$ cat config.mk
export PLATFORM = sky130hd
export DESIGN_NAME = add_serial_ctrl_flat
export DESIGN_NICKNAME = d
export VERILOG_FILES = /design/src/rtl/add_serial_ctrl_if.sv /design/src/rtl/add_serial_ctrl.sv /design/src/flat_wrapper.sv
export SDC_FILE = /design/constraint.sdc
export NUM_CORES = 1
export LEC_CHECK = 0
export ABC_CLOCK_PERIOD_IN_PS = 2500
export CAP_MARGIN = 20
export CORE_MARGIN = 2
export CORE_UTILIZATION = 35
export CTS_CLUSTER_DIAMETER = 80
export DETAILED_ROUTE_END_ITERATION = 8
export HOLD_SLACK_MARGIN = 0.1
export SLEW_MARGIN = 20
export SYNTH_ARGS = -nofsm -noshare
export SYNTH_HDL_FRONTEND = slang
export SYNTH_SLANG_ARGS = --single-unit
$ cat constraint.sdc
create_clock -name clk -period 2.5 [get_ports clk]
set_input_delay 0.5 -clock clk [delete_from_list [all_inputs] [get_ports clk]]
set_output_delay 0.5 -clock clk [all_outputs]
set_load 0.02 [all_outputs]
$ cat src/rtl/add_serial_ctrl_if.sv
// Bundle of the operand-in, adder-side and result-out signals of add_serial_ctrl.
// The slave modport is the controller's view; the master modport is the environment's.
interface add_serial_ctrl_if;
    logic       in_valid;
    logic       in_ready;
    logic [7:0] in_a;
    logic [7:0] in_b;
    logic       add_en;
    logic [7:0] add_a;
    logic [7:0] add_b;
    logic [7:0] add_out;
    logic       res_valid;
    logic       res_ready;
    logic [7:0] res_sum;
    logic       busy;
    logic [7:0] done_cnt;

    modport slave (
        input  in_valid, in_a, in_b, add_out, res_ready,
        output in_ready, add_en, add_a, add_b, res_valid, res_sum, busy, done_cnt
    );

    modport master (
        output in_valid, in_a, in_b, add_out, res_ready,
        input  in_ready, add_en, add_a, add_b, res_valid, res_sum, busy, done_cnt
    );
endinterface

$ cat src/rtl/add_serial_ctrl.sv
// Controller for a serial adder: buffers operand pairs in a small FIFO, launches one
// addition at a time, waits the fixed bit-serial latency, captures the sum and hands it
// to the consumer, then releases the adder back to its idle state.
module add_serial_ctrl #(
    parameter int unsigned DEPTH      = 4,
    parameter int unsigned ADD_CYCLES = 8
) (
    input  logic              clk,
    input  logic              rst,
    add_serial_ctrl_if.slave  bus
);

    localparam int unsigned PW = (DEPTH > 1) ? $clog2(DEPTH) : 1;
    localparam int unsigned CW = PW + 1;
    localparam int unsigned TW = (ADD_CYCLES > 1) ? $clog2(ADD_CYCLES) : 1;
    localparam logic [CW-1:0] FULL_CNT = CW'(DEPTH);
    localparam logic [TW-1:0] TMR_LOAD = TW'(ADD_CYCLES - 1);

    typedef enum logic [2:0] {
        S_IDLE,
        S_START,
        S_WAIT,
        S_CAPT,
        S_OUT,
        S_REL
    } state_t;

    state_t          r_state;
    state_t          w_state_d;
    logic [TW-1:0]   r_timer;
    logic [TW-1:0]   w_timer_d;

    logic [15:0]     r_mem [DEPTH];
    logic [PW-1:0]   r_wr_ptr;
    logic [PW-1:0]   r_rd_ptr;
    logic [CW-1:0]   r_count;

    logic [7:0]      r_add_a;
    logic [7:0]      r_add_b;
    logic [7:0]      r_res_sum;
    logic [7:0]      r_done_cnt;

    logic            w_full;
    logic            w_empty;
    logic            w_push;
    logic            w_pop;
    logic            w_capt;
    logic            w_accept;
    logic            w_add_en;

    assign w_full  = (r_count == FULL_CNT);
    assign w_empty = (r_count == '0);
    assign w_push  = bus.in_valid && !w_full;

    // Next-state, timer and per-state strobes.
    always_comb begin
        w_state_d = r_state;
        w_timer_d = r_timer;
        w_pop     = 1'b0;
        w_capt    = 1'b0;
        w_accept  = 1'b0;
        w_add_en  = 1'b0;
        case (r_state)
            S_IDLE: begin
                if (!w_empty) begin
                    w_pop     = 1'b1;
                    w_state_d = S_START;
                end
            end
            S_START: begin
                w_add_en  = 1'b1;
                w_timer_d = TMR_LOAD;
                w_state_d = S_WAIT;
            end
            S_WAIT: begin
                if (r_timer == '0) begin
                    w_state_d = S_CAPT;
                end else begin
                    w_timer_d = r_timer - TW'(1);
                end
            end
            S_CAPT: begin
                w_capt    = 1'b1;
                w_state_d = S_OUT;
            end
            S_OUT: begin
                if (bus.res_ready) begin
                    w_accept  = 1'b1;
                    w_state_d = S_REL;
                end
            end
            S_REL: begin
                // Second enable pulse moves the adder from DONE back to IDLE.
                w_add_en  = 1'b1;
                w_state_d = S_IDLE;
            end
            default: begin
                w_state_d = S_IDLE;
            end
        endcase
    end

    // State register and wait timer.
    always_ff @(posedge clk) begin
        if (rst) begin
            r_state <= S_IDLE;
            r_timer <= '0;
        end else begin
            r_state <= w_state_d;
            r_timer <= w_timer_d;
        end
    end

    // FIFO pointers and occupancy; pointers wrap naturally since DEPTH is a power of two.
    always_ff @(posedge clk) begin
        if (rst) begin
            r_wr_ptr <= '0;
            r_rd_ptr <= '0;
            r_count  <= '0;
        end else begin
            if (w_push) begin
                r_wr_ptr <= r_wr_ptr + PW'(1);
            end
            if (w_pop) begin
                r_rd_ptr <= r_rd_ptr + PW'(1);
            end
            if (w_push && !w_pop) begin
                r_count <= r_count + CW'(1);
            end else if (!w_push && w_pop) begin
                r_count <= r_count - CW'(1);
            end
        end
    end

    // FIFO storage; a write during reset is harmless because the pointer does not advance.
    always_ff @(posedge clk) begin
        if (w_push) begin
            r_mem[r_wr_ptr] <= {bus.in_a, bus.in_b};
        end
    end

    // Operand, result and transfer-count registers.
    always_ff @(posedge clk) begin
        if (rst) begin
            r_add_a    <= '0;
            r_add_b    <= '0;
            r_res_sum  <= '0;
            r_done_cnt <= '0;
        end else begin
            if (w_pop) begin
                r_add_a <= r_mem[r_rd_ptr][15:8];
                r_add_b <= r_mem[r_rd_ptr][7:0];
            end
            if (w_capt) begin
                r_res_sum <= bus.add_out;
            end
            if (w_accept) begin
                r_done_cnt <= r_done_cnt + 8'd1;
            end
        end
    end

    assign bus.in_ready  = !w_full;
    assign bus.add_en    = w_add_en;
    assign bus.add_a     = r_add_a;
    assign bus.add_b     = r_add_b;
    assign bus.res_valid = (r_state == S_OUT);
    assign bus.res_sum   = r_res_sum;
    assign bus.busy      = (r_state != S_IDLE);
    assign bus.done_cnt  = r_done_cnt;

endmodule

$ cat src/flat_wrapper.sv
// flat-port wrapper written by rule: the top's interface ports become plain ports
module add_serial_ctrl_flat 
#(
    parameter int unsigned DEPTH      = 4,
    parameter int unsigned ADD_CYCLES = 8
)
  (clk, rst, bus_in_valid, bus_in_a, bus_in_b, bus_add_out, bus_res_ready, bus_in_ready, bus_add_en, bus_add_a, bus_add_b, bus_res_valid, bus_res_sum, bus_busy, bus_done_cnt);
  add_serial_ctrl_if bus_i ();
  input  logic clk;
  input  logic rst;
  input wire logic [$bits(bus_i.in_valid)-1:0] bus_in_valid;
  input wire logic [$bits(bus_i.in_a)-1:0] bus_in_a;
  input wire logic [$bits(bus_i.in_b)-1:0] bus_in_b;
  input wire logic [$bits(bus_i.add_out)-1:0] bus_add_out;
  input wire logic [$bits(bus_i.res_ready)-1:0] bus_res_ready;
  output wire logic [$bits(bus_i.in_ready)-1:0] bus_in_ready;
  output wire logic [$bits(bus_i.add_en)-1:0] bus_add_en;
  output wire logic [$bits(bus_i.add_a)-1:0] bus_add_a;
  output wire logic [$bits(bus_i.add_b)-1:0] bus_add_b;
  output wire logic [$bits(bus_i.res_valid)-1:0] bus_res_valid;
  output wire logic [$bits(bus_i.res_sum)-1:0] bus_res_sum;
  output wire logic [$bits(bus_i.busy)-1:0] bus_busy;
  output wire logic [$bits(bus_i.done_cnt)-1:0] bus_done_cnt;
  assign bus_i.in_valid = bus_in_valid;
  assign bus_i.in_a = bus_in_a;
  assign bus_i.in_b = bus_in_b;
  assign bus_i.add_out = bus_add_out;
  assign bus_i.res_ready = bus_res_ready;
  assign bus_in_ready = bus_i.in_ready;
  assign bus_add_en = bus_i.add_en;
  assign bus_add_a = bus_i.add_a;
  assign bus_add_b = bus_i.add_b;
  assign bus_res_valid = bus_i.res_valid;
  assign bus_res_sum = bus_i.res_sum;
  assign bus_busy = bus_i.busy;
  assign bus_done_cnt = bus_i.done_cnt;
  add_serial_ctrl #(.DEPTH(DEPTH), .ADD_CYCLES(ADD_CYCLES)) u_core (.clk(clk), .rst(rst), .bus(bus_i));
endmodule
==> results of run 1 <==
## stage by stage
step           setup TNS (ns)  total power [mW]
3_3_place_gp                0              4.28
4_1_cts                     0              5.64
2_1_floorplan               0              3.60
6_report                    0              5.56
5_1_grt                     0              5.87
3_5_place_dp         -0.00888              4.32
## final timing paths
| kind | start | to | slack, ns |
|---|---|---|---|
| worst max register to register | u_core.r_count[0]$_SDFFE_PP0P_ | u_core.r_count[2]$_SDFFE_PP0P_ | 0.32 |
| worst min-delay path | u_core.bus.add_b[2]$_SDFFE_PP0P_ | u_core.bus.add_b[2]$_SDFFE_PP0P_ | 0.48 |
| worst min register to register | u_core.bus.add_b[2]$_SDFFE_PP0P_ | u_core.bus.add_b[2]$_SDFFE_PP0P_ | 0.48 |
| worst max-delay path | u_core.r_count[2]$_SDFFE_PP0P_ | bus_in_ready | 0.26 |
## final cells by class
type	instances	area, um^2	share of cell area [%]
Inverter	11	41.3	0.754
Timing Repair Buffer	79	751	13.7
Sequential cell	109	2820	51.6
Clock buffer	13	251	4.59
Tap cell	168	210	3.84
Multi-Input combinational cell	171	1380	25.2
Clock inverter	3	21.3	0.388
## flip-flops by register name (all words and copies together), names as in the netlist
name	cells
u_core.r_count	3
u_core.r_mem	64
u_core.bus.done_cnt	8
u_core.r_state	3
u_core.bus.add_a	8
u_core.r_wr_ptr	2
u_core.r_rd_ptr	2
u_core.bus.add_b	8
u_core.bus.res_sum	8
u_core.r_timer	3
## per-layer routing
layer,share of wire (%),wire (um)
met1,46,3950
met2,49,4230
met3,3.7,320
met4,1.0,87
met5,0,0
## where the power goes
part	switching (mW)	internal, mW
Sequential	0.169	2.18
Combinational	1.02	0.881
Clock	0.602	0.709
Total	1.79	3.77
## cell usage after synthesis
| cell | count |
|---|---|
| a31oi_1 | 1 |
| xor2_1 | 2 |
| ha_1 | 8 |
| or4_1 | 5 |
| and4bb_2 | 1 |
| a21oi_1 | 28 |
| clkbuf_1 | 8 |
| o21ai_0 | 20 |
| fa_1 | 1 |
| buf_4 | 1 |
| a21o_1 | 1 |
| nand3_1 | 21 |
| o31ai_1 | 5 |
| buf_1 | 2 |
| and2b_1 | 1 |
| buf_6 | 2 |
| inv_2 | 1 |
| mux2i_1 | 9 |
| inv_1 | 10 |
| nand4b_1 | 1 |
| nand4bb_4 | 1 |
| a211oi_1 | 5 |
| and3_1 | 4 |
| mux4_2 | 16 |
| mux2_2 | 1 |
| xnor2_1 | 2 |
| nor3b_1 | 3 |
| nor2_1 | 14 |
| nor3_1 | 3 |
| dfxtp_1 | 45 |
| a211o_1 | 1 |
| nor2b_1 | 1 |
| or3_1 | 3 |
| buf_2 | 7 |
| nand2_1 | 7 |
| nand3b_1 | 1 |
| and2_1 | 1 |
| nand4_1 | 1 |
| nand2b_1 | 2 |
| edfxtp_1 | 64 |
| a21bo_2 | 1 |
## tightest hold or removal path: stages, from the launching register on
cell     delay, ns
dfxtp_1       0.31
o21ai_0       0.06
a21oi_1       0.06
## cells by family after synthesis
group	Yosys count	synth area share, %
AOI/OAI and AO/OA	62	8.04
adders and majority gates	9	2.77
buffers and inverters	31	3.32
muxes	26	10.7
DFF	109	65.2
and+or+nand+nor	70	9.19
xor gates and xnor gates	4	0.809
## timing repair
item / 4_1_cts / 5_1_grt
hold endpoints to repair: 0 / 0
endpoints found under the setup margin: 0 / 1
resized for setup: 0 / 1
==> key figures, run 1 <==
Status
  – Outcome: finished clean

Final layout
  – Final instance area: 5480 um^2
  – Layout Nets: 418
  – Most frequent cells in the layout: edfxtp_1 (64), clkdlybuf4s50_1 (63), dfxtp_1 (45)
  – Fin util: 45.4%
  – Area delta synth->final: 26.5%
  – Final Non-Filler Cells: 554
  – Fillers: 1071
  – Share of cells above drive strength 1: 14.0%
  – Commonest non-fill, non-tap cell in the layout: edfxtp_1
  – Antenna cell count: 0

Floorplan
  – Initial Util: 35.9%
  – Num ports: 64
  – Die width: 115 um
  – Core area: 12100 um^2
  – DIE HEIGHT: 115 um
  – Rows: 40
  – Die footprint: 13300 um^2

Timing
  – Worst slew pin tran: 0.569 ns
  – Hold_ws: between 0.4 and 0.5 ns
  – RSZ-0062 raised after global routing: false
  – Max_slew headroom: between 60% and 70%
  – Final Max Slew Viols: 0
  – Final setup fails: 0
  – Fin Clk Skew: 0.00739 ns
  – Final Hold Fails: 0
  – Final setup margin: 0.258 ns
  – Final period utilization: around 90%
  – Post-route minimum period: 2.24 ns
  – Max Freq: about 0.45 GHz

Routing
  – First-pass iteration count of the detailed router: 4
  – Detailed Route WL: between 8000 and 9000 um
  – Initial DRC count: 151
  – Via/cell ratio: about 4.9
  – DRC Markers: 0
  – Per-cell routed wire length: roughly 16 um
  – Post-route ant nets: 0
  – Via count: 2730

Worst setup path
  – Crit path largest cell delay: 0.57 ns
  – Slowest-stage cell, CP: clkdlybuf4s50_1
  – Data arrival, critical path: around 1.7 ns
  – Worst setup SP type: flip-flop
  – CP endpoint kind: primary output
  – Critical path depth: 3
  – Crit-path cells: nor3b_2, inv_1, clkdlybuf4s50_1
  – Critical path class: reg -> out
  – CP top delay family: buffers and inverters
  – Crit Path Max Fanout: 7
  – Critical Path RT: about 2.0 ns
  – Crit path buffers/inverters: 2
  – Register-to-Register Path Depth: 8

GRT
  – Met1 Track Usage GR: 16.7%
  – GR Util All Layers: 13.4%
  – Met2 usage: 23.2%
  – Grt ovf: 0
  – Vias in the first global route: 2666
  – Largest net degree at the start of global routing: 20
  – Global-route wire length before repair: 13600 um
  – Met3 Use GR: 3.22%
  – Antenna violations before repair: 0
  – Busiest grt layer: met2

Clock network
  – Clk sinks: around 110
  – H-tree depth: 3
  – Postcts setup bufs: 0
  – Clk buf depth: 2
  – Clk_lat worst skew: approximately 0.34 ns
  – CTS root buf: clkbuf_16
  – CTS Buf Count: 9
  – CTS tree: yes
  – Clock transition at path regs: 0.07 ns
  – Hold buffer count at CTS: 0

Synth
  – Synth warn: 0
  – Synth Instances: 311
  – #FFs+latches synth: approximately 110
  – Distinct cells, synth: 41
  – Syn Nets: 348
  – Avg Inst Size Synth: approximately 14 um^2
  – Dominant cell type by area after synthesis: edfxtp_1
  – Area share of the largest cell type after synthesis: 44.4%
  – Sequential share of the synthesized area: between 60% and 70%
  – Cell Area, Synth: 4330 um^2
  – Synth top area cells: edfxtp_1 (44%), dfxtp_1 (21%), mux4_2 (8.3%)

Placed design
  – I/O Buffers: between 60 and 70
  – Cells after DPL: ~540
  – DP Area: 5200 um^2
  – Dpl hpwl: 5560 um
  – Pre-CTS setup slack: -0.00888 ns
  – Final Wtd Congestion: around 0.76

Power
  – Peak supply drop: 550 uV
  – Leakage: 1.89 nW
  – Pwr per Cell Area: 1020 nW/um^2

Hold path
  – HP Class: reg -> reg
  – Hold depth: 2

Flow run
  – Total of max-cap violations: 0
Note: power is estimated with default switching activity, not from simulation.
==> inputs of run 2 (changes only) <==
--- a/config.mk
+++ b/config.mk
@@ -7,7 +7,7 @@
 export LEC_CHECK = 0
 export ABC_CLOCK_PERIOD_IN_PS = 2500
 export CAP_MARGIN = 20
-export CORE_MARGIN = 2
+export CORE_MARGIN = 5
 export CORE_UTILIZATION = 35
 export CTS_CLUSTER_DIAMETER = 80
 export DETAILED_ROUTE_END_ITERATION = 8
==> run 2 against run 1 <==
Clock skew down 0.0010 ns. Cell area up 0.69%. First-iteration DRC count down 2.0%. Critical path type unchanged. Hold slack worse by 0.0037 ns. Total power up 2.5%. Non-clock buffer count down 1.
==> key figures, run 2 (synthesized netlist as in run 1, its figures left out) <==
Timing
  – Fin Clk Skew: roughly 0.0064 ns
  – Hold_ws: 0.477 ns
  – Final Hold Fails: 0
  – Final setup fails: 0
  – RSZ-0062 raised after global routing: false
  – Worst slew pin tran: 0.562 ns
  – Max Freq: between 0.4 and 0.5 GHz
  – Max_slew headroom: 62.4%
  – Setup tns final: 0 ns
  – Final setup margin: about 0.22 ns
  – Post-route minimum period: 2.28 ns
  – Final Max Slew Viols: 0
  – Final period utilization: just over 90%

Hold path
  – HP Class: reg -> reg
  – Hold depth: 2

Final layout
  – Max FFs per register: between 60 and 70
  – Biggest register: u_core.r_mem
  – Area delta synth->final: 27.3%
  – Commonest non-fill, non-tap cell in the layout: edfxtp_1
  – Layout Nets: 417
  – Final instance area: between 5000 and 6000 um^2
  – Antenna cell count: 0
  – Share of cells above drive strength 1: 14.3%
  – Fin util: 45.7%
  – Most frequent cells in the layout: edfxtp_1 (64), clkdlybuf4s50_1 (63), dfxtp_1 (45)

Power
  – Pwr per Cell Area: 1030 nW/um^2
  – Peak supply drop: 540 uV
  – Leakage: 1.91 nW

Worst setup path
  – R2R Setup Slk: about 0.34 ns
  – Crit-path cells: nor3b_2, inv_1, clkdlybuf4s50_1
  – CP top delay family: buffers and inverters
  – Crit path buffers/inverters: 2
  – Register-to-Register Path Depth: 8
  – Crit path largest cell delay: 0.57 ns
  – Worst setup SP type: flip-flop
  – CP endpoint kind: primary output
  – Data arrival, critical path: 1.78 ns
  – Slowest-stage cell, CP: clkdlybuf4s50_1
  – Crit Path Max Fanout: 7
  – Critical Path RT: 2.00 ns
  – Critical path depth: 3
  – Critical path class: reg -> out

GRT
  – Vias in the first global route: between 2000 and 3000
  – Global-route wire length before repair: 14400 um
  – Grt ovf: 0
  – GR Util All Layers: 12.8%
  – Largest net degree at the start of global routing: 47
  – Antenna violations before repair: 0

Floorplan
  – Core area: about 12000 um^2
  – Die footprint: 14700 um^2
  – Num ports: 64
  – Initial Util: 35.9%
  – Die width: 121 um
  – DIE HEIGHT: 121 um
  – Rows: 40

Routing
  – Initial DRC count: between 100 and 150
  – DRC Markers: 0
  – Met3 WL: 419 um
  – Met1 WL: 4000 um
  – Per-cell routed wire length: 16.2 um
  – Detailed Route WL: ~9000 um
  – Post-route ant nets: 0
  – Top Metal Used: met4
  – Via/cell ratio: a little under 5
  – Via count: about 2700
  – Met2 routed WL: ~4400 um
  – First-pass iteration count of the detailed router: 5

Placed design
  – I/O Buffers: 63
  – Dpl hpwl: 5730 um
  – Final Wtd Congestion: 0.752
  – Pre-CTS setup slack: 0.0246 ns
  – DP Area: 5200 um^2

Clock network
  – CTS Buf Count: 9
  – CTS root buf: clkbuf_16
  – H-tree depth: 3
  – Clock transition at path regs: 0.07 ns
  – Hold buffer count at CTS: 0
  – Clk buf depth: 2
  – CTS tree: yes
  – Postcts setup bufs: 0
  – Clk sinks: 109
  – Clk_lat worst skew: 0.35 ns

Status
  – Outcome: finished clean

Flow run
  – Total of max-cap violations: 0
-- run 2: where the power goes --
group	total [mW]	internal, mW	switching, mW
clock	1.42	0.754	0.667
combinational	1.93	0.895	1.03
sequential	2.35	2.18	0.171
-- run 2: stage by stage --
step,power [mW],cells
6_report,5.70,553
3_5_place_dp,4.35,537
5_1_grt,6.05,553
3_3_place_gp,4.30,537
2_1_floorplan,3.60,311
4_1_cts,5.78,553
-- run 2: path summary, 6_finish.rpt --
check                                     endpoint                             start
setup / recovery                      bus_in_ready    u_core.r_count[2]$_SDFFE_PP0P_
hold / removal    u_core.bus.add_b[6]$_SDFFE_PP0P_  u_core.bus.add_b[6]$_SDFFE_PP0P_
setup reg to reg    u_core.r_count[2]$_SDFFE_PP0P_    u_core.r_count[0]$_SDFFE_PP0P_
hold reg to reg   u_core.bus.add_b[6]$_SDFFE_PP0P_  u_core.bus.add_b[6]$_SDFFE_PP0P_
-- run 2: final cells by class --
| class | instances | area [um^2] |
|---|---|---|
| Clock buffer | 10 | 250 |
| Clock inverter | 6 | 55.1 |
| Fill cell | 1104 | 6550 |
| Inverter | 11 | 41.3 |
| Multi-Input combinational cell | 171 | 1380 |
| Sequential cell | 109 | 2820 |
| Tap cell | 168 | 210 |
| Timing Repair Buffer | 78 | 756 |
-- run 2: metal layers --
| layer | GRT usage, % | vias to the layer above |
|---|---|---|
| li1 | - | 1304 |
| met1 | 15.3 | 1363 |
| met2 | 21.8 | 52 |
| met3 | 4.48 | 10 |
| met4 | 3.36 | 0 |
| met5 | 0 | - |
-- run 2: worst register-to-register path, delay by kind of cell (launching register included) --
family	cells	cell delay, ns
xor gates and xnor gates	1	0.16
and+or+nand+nor	3	0.78
buffers and inverters	1	0.06
AOI/OAI and AO/OA	1	0.14
adders and majority gates	2	0.58
DFF	1	0.38
-- run 2: repair_timing --
action | in CTS | in global routing
endpoints found under the hold margin | 0 | 0
resized for setup | 0 | 1
setup endpoints to repair | 0 | 1
==> inputs of run 3 (changes only) <==
--- a/config.mk
+++ b/config.mk
@@ -9,7 +9,7 @@
 export CAP_MARGIN = 20
 export CORE_MARGIN = 5
 export CORE_UTILIZATION = 35
-export CTS_CLUSTER_DIAMETER = 80
+export CTS_CLUSTER_DIAMETER = 60
 export DETAILED_ROUTE_END_ITERATION = 8
 export HOLD_SLACK_MARGIN = 0.1
 export SLEW_MARGIN = 20
==> results of run 3 <==
Same layout as run 2: the final DEF is identical, and so are final timing and power.
